File: src/rtl/ped_call_arbiter.sv
// Pedestrian call arbiter: latches crosswalk button calls and grants the single
// walk phase round-robin, with a req/ready handshake, post-walk gap and watchdog.
module ped_call_arbiter #(
    parameter int unsigned TIME_W          = 6,
    parameter int unsigned GAP_CYCLES      = 4,
    parameter int unsigned WATCHDOG_CYCLES = 255
) (
    input  logic              clk,
    input  logic              reset,
    input  logic [3:0]        button,
    input  logic [TIME_W-1:0] per_time,
    input  logic              phase_ready,
    input  logic              walk_done,
    output logic              walk_req,
    output logic [1:0]        walk_sel,
    output logic [TIME_W-1:0] walk_time,
    output logic              walk_active,
    output logic [3:0]        pending,
    output logic              fault
);

    localparam int unsigned WD_W  = (WATCHDOG_CYCLES > 1) ? $clog2(WATCHDOG_CYCLES + 1) : 1;
    localparam int unsigned GAP_W = (GAP_CYCLES > 1) ? $clog2(GAP_CYCLES + 1) : 1;

    typedef enum logic [1:0] {
        S_IDLE,
        S_REQ,
        S_SERVE,
        S_GAP
    } state_t;

    state_t            r_state;
    state_t            w_next;
    logic [3:0]        r_button_q;
    logic [3:0]        r_pending;
    logic [1:0]        r_rr_ptr;
    logic [1:0]        r_sel;
    logic [TIME_W-1:0] r_time;
    logic [WD_W-1:0]   r_wd;
    logic [GAP_W-1:0]  r_gap;
    logic              r_fault;

    logic [3:0]        w_rise;
    logic [3:0]        w_clr;
    logic              w_hs;
    logic              w_found;
    logic [1:0]        w_pick;
    logic              w_wd_exp;
    logic              w_serve_end;

    assign w_rise   = button & ~r_button_q;
    assign w_hs     = (r_state == S_REQ) && phase_ready;
    assign w_clr    = w_hs ? (4'b0001 << r_sel) : '0;
    assign w_wd_exp = (r_wd == WD_W'(WATCHDOG_CYCLES - 1));

    // Round-robin scan starting at r_rr_ptr; index arithmetic wraps mod 4.
    always_comb begin
        w_found = 1'b0;
        w_pick  = r_rr_ptr;
        for (int unsigned i = 0; i < 4; i++) begin
            if (!w_found && r_pending[r_rr_ptr + 2'(i)]) begin
                w_found = 1'b1;
                w_pick  = r_rr_ptr + 2'(i);
            end
        end
    end

    always_comb begin
        w_next      = r_state;
        w_serve_end = 1'b0;
        case (r_state)
            S_IDLE: begin
                if (w_found) w_next = S_REQ;
            end
            S_REQ: begin
                if (phase_ready) w_next = S_SERVE;
            end
            S_SERVE: begin
                if (walk_done || w_wd_exp) begin
                    w_serve_end = 1'b1;
                    w_next      = (GAP_CYCLES == 0) ? S_IDLE : S_GAP;
                end
            end
            S_GAP: begin
                if (r_gap <= GAP_W'(1)) w_next = S_IDLE;
            end
            default: w_next = S_IDLE;
        endcase
    end

    always_ff @(posedge clk) begin
        if (reset) begin
            r_state    <= S_IDLE;
            r_button_q <= '0;
            r_pending  <= '0;
        end else begin
            r_state    <= w_next;
            r_button_q <= button;
            // A new rise on the granted index at the handshake edge wins over the clear.
            r_pending  <= (r_pending & ~w_clr) | w_rise;
        end
    end

    always_ff @(posedge clk) begin
        if (reset) begin
            r_sel  <= '0;
            r_time <= '0;
        end else if (r_state == S_IDLE && w_found) begin
            r_sel  <= w_pick;
            r_time <= (per_time == '0) ? TIME_W'(1) : per_time;
        end
    end

    always_ff @(posedge clk) begin
        if (reset) begin
            r_rr_ptr <= '0;
            r_wd     <= '0;
            r_gap    <= '0;
            r_fault  <= 1'b0;
        end else begin
            case (r_state)
                S_REQ: begin
                    if (phase_ready) r_wd <= '0;
                end
                S_SERVE: begin
                    if (w_serve_end) begin
                        r_rr_ptr <= r_sel + 2'd1;
                        r_gap    <= GAP_W'(GAP_CYCLES);
                        if (!walk_done) r_fault <= 1'b1;
                    end else begin
                        r_wd <= r_wd + WD_W'(1);
                    end
                end
                S_GAP: begin
                    r_gap <= r_gap - GAP_W'(1);
                end
                default: ;
            endcase
        end
    end

    assign walk_req    = (r_state == S_REQ);
    assign walk_active = (r_state == S_SERVE);
    assign walk_sel    = r_sel;
    assign walk_time   = r_time;
    assign pending     = r_pending;
    assign fault       = r_fault;

endmodule

File: config.mk
export PLATFORM = sky130hd
export DESIGN_NAME = ped_call_arbiter
export DESIGN_NICKNAME = d
export VERILOG_FILES = /design/src/rtl/ped_call_arbiter.sv
export SDC_FILE = /design/constraint.sdc
export NUM_CORES = 1
export LEC_CHECK = 0
export BUFFER_PORTS_ARGS = -buffer_cell sky130_fd_sc_hd__buf_4
export CORE_MARGIN = 4
export CORE_UTILIZATION = 47
export DETAILED_ROUTE_END_ITERATION = 8
export PLACE_DENSITY = 0.76
export SYNTH_ARGS = -nofsm -noshare
export SYNTH_HDL_FRONTEND = slang
export SYNTH_SLANG_ARGS = --single-unit
export TNS_END_PERCENT = 5
File: constraint.sdc
create_clock -name clk -period 3.1 [get_ports clk]
set_input_delay 0.31 -clock clk [delete_from_list [all_inputs] [get_ports clk]]
set_output_delay 0.31 -clock clk [all_outputs]
set_load 0.05 [all_outputs]
Word level (Yosys, flattened, before mapping)

Cells that the tools add are included.

Register bits: 32
Input bits: 14

Add/sub/neg operators: 6
Order comparisons: 5
Equal/unequal tests: 10
Shifts and indexed selects: 1
Multiplexer cells: 29
Bitwise gates (word level): 6
Reductions and logical operators: 18

Operator list:

| cell                                                        | count |
|---|---|
| two-way mux 8 bit                                           | 2 |
| one-hot mux 8 bit (2 select lines)                          | 1 |
| two-way mux 2 bit                                           | 7 |
| less-than comparator 2 x 3 -> 1 bit (second input constant) | 4 |
| two-way mux 1 bit                                           | 10 |
| adder 8 x 1 -> 8 bit (second input constant)                | 1 |
| bitwise AND 4 bit                                           | 2 |
| binary-select mux 1 bit (select 2 bit)                      | 4 |
| == test 8 bit (second input constant)                       | 1 |
| inequality test 2 bit (second input constant)               | 4 |
| NOT 4 bit                                                   | 2 |
| one-hot mux 2 bit (4 select lines)                          | 1 |
| zero test 6 bit                                             | 1 |
| two-way mux 6 bit                                           | 1 |
| one-hot mux 3 bit (2 select lines)                          | 1 |
| AND reduction 3 bit                                         | 2 |
| logical AND 1 bit                                           | 5 |
| adder 2 x 1 -> 2 bit (second input constant)                | 2 |
| adder 2 bit (second input constant)                         | 2 |
| == test 2 bit (second input constant)                       | 2 |
| two-way mux 4 bit                                           | 1 |
| inequality test 2 x 1 -> 1 bit (second input constant)      | 2 |
| bitwise OR 4 bit                                            | 1 |
| AND reduction 2 bit                                         | 2 |
| 11 further kinds                                            | 14 |

Depth between registers and ports, before layout

Gate-level depths: netlist of the first run.

Depth in word-level cells: 14
Depth in mapped cells: 8
Gate-level depth less buffers: 6

Least setup slack after synthesis of the first run

No wires, ideal clock.

Kind: reg2reg
From: register r_state[0]
To: register r_wd[5]
Setup time: 0.070 ns
Arrival time: 1.971 ns
Required time: 3.030 ns
Path slack: 1.059 ns
Stages on the path, launching flop included: 8
Buffers on the path: 1
Clock period less this slack: 2.041 ns
Cells stage by stage: dfxtp_1 -> inv_1 -> ha_1 -> buf_2 -> mux2_2 -> o211ai_2 -> or4_1 -> a21oi_1

Word-level cells in the longest chain between the ends: 4
Elaborated cells between the ends (all ways): 8

Ends and longest elaborated chain:

| element                                | line | source |
|---|---|---|
| start, declared                        | 32   | `state_t r_state;` |
| start signal, assigned                 | 97   | `r_state <= w_next;` |
| == test 2 bit *                        | --   |  |
| net walk_active                        | 17   | `output logic walk_active,` |
| two-way mux 1 bit                      | 71   | `case (r_state)` |
| inequality test 2 bit (no source line) | --   |  |
| AND reduction 3 bit (no source line)   | --   |  |
| end signal, assigned                   | 131  | `r_wd <= r_wd + WD_W'(1);` |
| end, declared                          | 39   | `logic [WD_W-1:0] r_wd;` |

The timed path passes the listed nets; every way through them passes the cells marked *.
A chain may end at the register's enable or synchronous reset.

Worst setup path after layout of the first run

From: register r_state[0]
To: register r_wd[5]

Word-level cells in the longest chain between the ends: 4
Elaborated cells between the ends (all ways): 8

Ends and longest elaborated chain:

| element                                | line |
|---|---|
| == test 2 bit                          | 71, 121 |
| two-way mux 1 bit                      | 71 |
| inequality test 2 bit (no source line) | -- |
| AND reduction 3 bit (no source line)   | -- |

Parallel ways exist; a longest one is shown, timed or not.

==> impl_metrics.toml, run 1 <==
[synth]
yosys_warnings = 0
synthArstFlopShare = 0
netlist_area_um2 = 1580
ys.flop_type = "dfxtp_1"
synth_cells = 186
synth_nets = 212
synth_edf_count = 0
ys_seq_elements = 32
ys_types = 34
avgSynthCellArea_um2 = 8.52
ys_seq_area_frac = 0.404

[setup_path]
crit_chain = "inv_1 -> ha_1 -> mux2_2 -> o211ai_2 -> or4_1 -> a21oi_1"
rr_endpoint = "r_wd[5]$_SDFFE_PP0P_"
slowest_stage = "or4_1"
cp_slowest_stage_delay_ns = 0.53
path_class = "reg2reg"
endpoint_kind = "register"
cp.required_ns = 3.36
crit_arrival_ns = 2.26
crit_fanout = 16
reg2reg_slack_ns = 1.10
rr_worst_depth = 6
cp-start-kind = "register"
r2r_start = "r_state[0]$_SDFFE_PP0P_"

[cts]
clockBufferDepth = 2
cts.root.buffer_cell = "clkbuf_4"
clk_pin_slew_ns = 0.09
post_cts_buffers = 0
cts_resized = 0
cts_sinks = 32
cts_tree = "done"
cts.htree.levels = 2
hold_buffers = 0
numCtsBuffers = 5
insertion_delay_ns = 0.33

[placement]
portBuffers = 28
dpl-instance-area_um2 = 1820
dp_hpwl_um = 2650
gp_congestion = 0.767

[timing]
clock.fmax_ghz = 0.501
final_max_slew_viol_count = 0
skew_ns = 0.00492
period_share = 0.644
period_needed_ns = 2.00
max_slew_margin = 0.629
fin_hold_ws_ns = 0.198
rsz0062_at_grt = "false"
finalHoldViolations = 0
setup_tns_ns = 0
tightest_slew_ns = 0.550
setup_viol = 0

[cells_and_area]
regArea_um2 = 641
utilization = 0.602
fill_cells = 280
nets = 241
multi_input_area_um2 = 876
design_area_um2 = 1880
drive_gt1_frac = 0.181
syn2layout_area_growth_pct = 18.8
n_antenna_cell = 0

[global_routing]
antenna_found_initial = 0
globalRouteOverflowTotal = 0
grt_pass1_wl_um = 5770
grt_pass1_vias = 1339
grt_use_total = 0.175
grt_max_degree = 29

[pwr]
p_leak_nw = 0.759
peakVddDrop_uv = 414
p_per_area_nw_per_um2 = 713

[worst_hold_path]
hold-path-cell-count = 2
min_from = "button[0]"
holdPathEnd = "r_button_q[0]$_SDFF_PP0_"
hold_path_class = "in2reg"

[floorplanning]
die_h_um = 66.1
ioPinCount = 29
die_w_um = 66.1
start_util = 0.506
core_um2 = 3130
fp.dieArea_um2 = 4360
fp-row-count = 20

[route]
drc = 0
wirelength_um = 3530
ant_nets = 0
viasPerCell = 5.47
firstDrtPassIters = 4
vias = 1421
drt_iter0_drc = 104
drt-wirelength-per-cell_um = 13.6

[outcome]
status = "complete, no violations"

[job]
max_cap_viol_count = 0
==> layer usage <==
metal,up-vias,GRT usage,wire length [um]
met3,11,0.0646,164
met2,35,0.308,1780
met1,669,0.189,1500
met4,0,0.0660,76
li1,706,-,-
met5,-,0,0
==> stage by stage <==
stage,std cells,worst slack (ns),power (mW)
2_1_floorplan,186,1.06,0.953
3_3_place_gp,252,1.25,1.07
3_5_place_dp,252,1.14,1.10
4_1_cts,260,1.11,1.35
5_1_grt,260,0.931,1.43
6_report,260,1.10,1.34
==> synth_stat cells, types with 2 or more instances <==
master    count  area share
a211oi_1      2      0.0095
nor2b_1      12       0.047
nand2b_1      5       0.020
or4_1         3       0.014
clkbuf_1      2      0.0047
nor2_1       19       0.045
o31ai_1       3       0.014
a21oi_1      18       0.057
nand3_1       9       0.028
buf_2         3      0.0095
nand4_1       2      0.0079
o21a_1        2      0.0095
nand2_1      10       0.024
nor3_1        3      0.0095
dfxtp_1      32        0.40
o21ai_0      10       0.032
and3_1        2      0.0079
inv_1        11       0.026
ha_1         12       0.095
mux2i_1       6       0.038
or3_1         7       0.028
==> report_power, final <==
part | switching (mW) | internal [mW] | leakage (nW)
clock network | 0.134 | 0.112 | 0.0326
registers | 0.0506 | 0.469 | 0.262
logic | 0.374 | 0.201 | 0.464
==> final cells by class <==
cell class | count | area share
clock buffers | 8 | 0.0313
repair buffers | 28 | 0.112
multi-input cells | 137 | 0.465
inverters | 11 | 0.0219
well taps | 44 | 0.0293
flip-flops and latches | 32 | 0.340
==> critical path: cells and delay by family, from the launching register on <==
kind | cells | cell delay [ns]
fa+ha+maj | 1 | 0.35
flops | 1 | 0.35
simple gates | 1 | 0.53
buf+inv | 1 | 0.10
compound gates | 2 | 0.38
mux | 1 | 0.24
==> registers in the layout (all words and copies together), names as in the netlist <==
name,cells
walk_time,6
pending,4
r_wd,8
r_rr_ptr,2
r_state,2
walk_sel,2
fault,1
r_button_q,4
r_gap,3
==> cells in the final DEF (no fill, tap or decap), types with 2 or more instances in the layout <==
| master | netlist | final |
|---|---|---|
| dfxtp_1 | 32 | 32 |
| o21a_1 | 2 | 2 |
| ha_1 | 12 | 12 |
| buf_4 | 0 | 28 |
| or4_1 | 3 | 3 |
| nor2b_1 | 12 | 12 |
| nand4_1 | 2 | 2 |
| clkbuf_4 | 0 | 5 |
| and3_1 | 2 | 2 |
| nand2_1 | 10 | 10 |
| nand2b_1 | 5 | 5 |
| nand3_1 | 9 | 9 |
| clkbuf_1 | 2 | 2 |
| o21ai_0 | 10 | 10 |
| inv_1 | 11 | 11 |
| o31ai_1 | 3 | 3 |
| a21oi_1 | 18 | 18 |
| nor2_1 | 19 | 19 |
| or3_1 | 7 | 7 |
| mux2i_1 | 6 | 6 |
| nor3_1 | 3 | 3 |
| a211oi_1 | 2 | 2 |
==> worst max-delay path by stage <==
| stage | start | to | slack (ns) | cells after the start |
|---|---|---|---|---|
| after global placement | r_state[1]$_SDFFE_PP0P_ | r_wd[5]$_SDFFE_PP0P_ | 1.25 | 6 |
| after detailed placement | r_state[0]$_SDFFE_PP0P_ | r_wd[5]$_SDFFE_PP0P_ | 1.14 | 6 |
| after global routing | r_state[0]$_SDFFE_PP0P_ | r_wd[5]$_SDFFE_PP0P_ | 0.93 | 6 |
| after floorplan | r_state[0]$_SDFFE_PP0P_ | r_wd[5]$_SDFFE_PP0P_ | 1.06 | 7 |
| final | r_state[0]$_SDFFE_PP0P_ | r_wd[5]$_SDFFE_PP0P_ | 1.10 | 6 |
| after CTS | r_state[0]$_SDFFE_PP0P_ | r_wd[5]$_SDFFE_PP0P_ | 1.11 | 6 |
==> logic make-up (layout without fill, tap and decap cells) <==
family	count (synthesis)	in the layout	synth area share
mux	7	7	0.0450
compound gates	41	41	0.156
fa+ha+maj	12	12	0.0948
simple gates	77	77	0.258
flops	32	32	0.404
buf+inv	17	47	0.0427
No activity file was read; power rests on OpenSTA's default activity.
==> run 2, diff against run 1 <==
==> constraint.sdc (replaced) <==
create_clock -name clk -period 2.1 [get_ports clk]
set_input_delay 0.21 -clock clk [delete_from_list [all_inputs] [get_ports clk]]
set_output_delay 0.21 -clock clk [all_outputs]
set_load 0.05 [all_outputs]
==> impl_metrics.toml, run 2 (synthesized netlist as in run 1, its figures left out) <==
[pwr]
p_leak_nw = 0.782
peakVddDrop_uv = 613
total_power_mw = 2.14
p_per_area_nw_per_um2 = 1100

[timing]
clock.fmax_ghz = 0.524
period_share = 0.908
setup_viol = 0
skew_ns = 0.00827
final_max_slew_viol_count = 0
rsz0062_at_grt = "false"
tightest_slew_ns = 0.478
setup_tns_ns = 0
finalHoldViolations = 0
max_slew_margin = 0.681
period_needed_ns = 1.91

[cells_and_area]
drive_gt1_frac = 0.198
layout_commonest_cell = "dfxtp_1"
layout_common_cells = "32 x dfxtp_1, 29 x buf_4, 19 x nor2_1, 18 x a21oi_1, 12 x nor2b_1"
syn2layout_area_growth_pct = 22.3
n_antenna_cell = 0
largest_reg_flops = 8
nets = 242
regMostFlops = "r_wd"

[floorplanning]
core_um2 = 3130
fp.dieArea_um2 = 4360
fp-row-count = 20
ioPinCount = 29
die_h_um = 66.1
die_w_um = 66.1
start_util = 0.506

[setup_path]
cp.required_ns = 2.37
crit_path_end = "r_wd[5]$_SDFFE_PP0P_"
crit_fanout = 16
path_class = "reg2reg"
r2r_start = "r_state[1]$_SDFFE_PP0P_"
rr_endpoint = "r_wd[5]$_SDFFE_PP0P_"
endpoint_kind = "register"
rr_worst_depth = 6
crit_arrival_ns = 2.18
cp-startpoint = "r_state[1]$_SDFFE_PP0P_"
cp-start-kind = "register"
reg2reg_slack_ns = 0.19

[global_routing]
antenna_found_initial = 0
grt_pass1_wl_um = 5640
grt_pass1_vias = 1369
globalRouteOverflowTotal = 0
grt_use_total = 0.170
grt_max_degree = 29

[cts]
cts_tree = "done"
clockBufferDepth = 2
clk_pin_slew_ns = 0.10
cts_sinks = 32
cts.htree.levels = 2
cts.root.buffer_cell = "clkbuf_4"
post_cts_buffers = 0
insertion_delay_ns = 0.33
numCtsBuffers = 5

[route]
drt_iter0_drc = 89
vias = 1380
ant_nets = 0
viasPerCell = 5.29
firstDrtPassIters = 4
drt-wirelength-per-cell_um = 12.9
wirelength_um = 3380
drc = 0

[outcome]
status = "complete, no violations"

[placement]
gp_congestion = 0.776
dp_hpwl_um = 2550
portBuffers = 28

[worst_hold_path]
hold_path_class = "in2reg"

[job]
max_cap_viol_count = 0
## run 2: changes by cell type in the layout (fill, tap and decap cells not counted)
| cell | change |
|---|---|
| buf_4 | +1 |
| bufinv_16 | +1 |
| clkbuf_1 | -2 |
| clkbuf_8 | +1 |
| ha_1 | -1 |
| ha_2 | +1 |
| o211ai_2 | -1 |
| o211ai_4 | +1 |
## run 2: worst max-delay path: stages, from the launching register on
cell and delay (ns):
dfxtp_1 0.39, inv_1 0.10, ha_1 0.28, mux2_2 0.29, o211ai_4 0.14, or4_1 0.49, a21oi_1 0.15
## run 2: stage by stage
stage	setup WS [ns]	utilization	hold WS (ns)	instances	cell area, um^2
after CTS	0.0977	0.616	0.0835	261	1930
after global routing	0.0838	0.619	0.0752	261	1940
after floorplan	0.0585	-	0.338	186	1580
after global placement	0.254	0.585	0.431	253	1830
after detailed placement	0.131	0.585	0.434	253	1830
final	0.192	0.619	0.0943	261	1940
## run 2: timing repair
action                     CTS  global route
setup endpoints to repair    0             2
gates resized for setup      0             2
hold buffers                 0             0
## run 2: area by class of cell
type / instances / area (um^2)
well taps: 44 / 55.1
clock inverters: 1 / 30.0
fillers: 272 / 1190
repair buffers: 29 / 218
inverters: 11 / 41.3
flip-flops and latches: 32 / 641
clock buffers: 7 / 65.1
multi-input cells: 137 / 887
## run 2: power by group
part | leakage, nW | switching, mW | internal (mW)
combinational | 0.468 | 0.542 | 0.308
sequential | 0.262 | 0.0739 | 0.693
clock | 0.0515 | 0.204 | 0.316
## run 2: how the worst min path moves through the flow
stage / startpoint / end / slack, ns / cells after the start
after CTS: button[1] / r_button_q[1]$_SDFF_PP0_ / 0.08 / 2
after global routing: button[1] / r_button_q[1]$_SDFF_PP0_ / 0.08 / 2
after global placement: button[3] / r_button_q[3]$_SDFF_PP0_ / 0.43 / 2
after floorplan: button[0] / r_button_q[0]$_SDFF_PP0_ / 0.34 / 1
after detailed placement: button[1] / r_button_q[1]$_SDFF_PP0_ / 0.43 / 2
final: button[2] / r_button_q[2]$_SDFF_PP0_ / 0.09 / 2
## run 2: metal layers
metal	track usage	wire [um]	up-vias
li1	-	-	709
met1	0.190	1460	620
met2	0.300	1680	46
met3	0.0561	198	5
met4	0.0609	34	0
met5	0	0	-
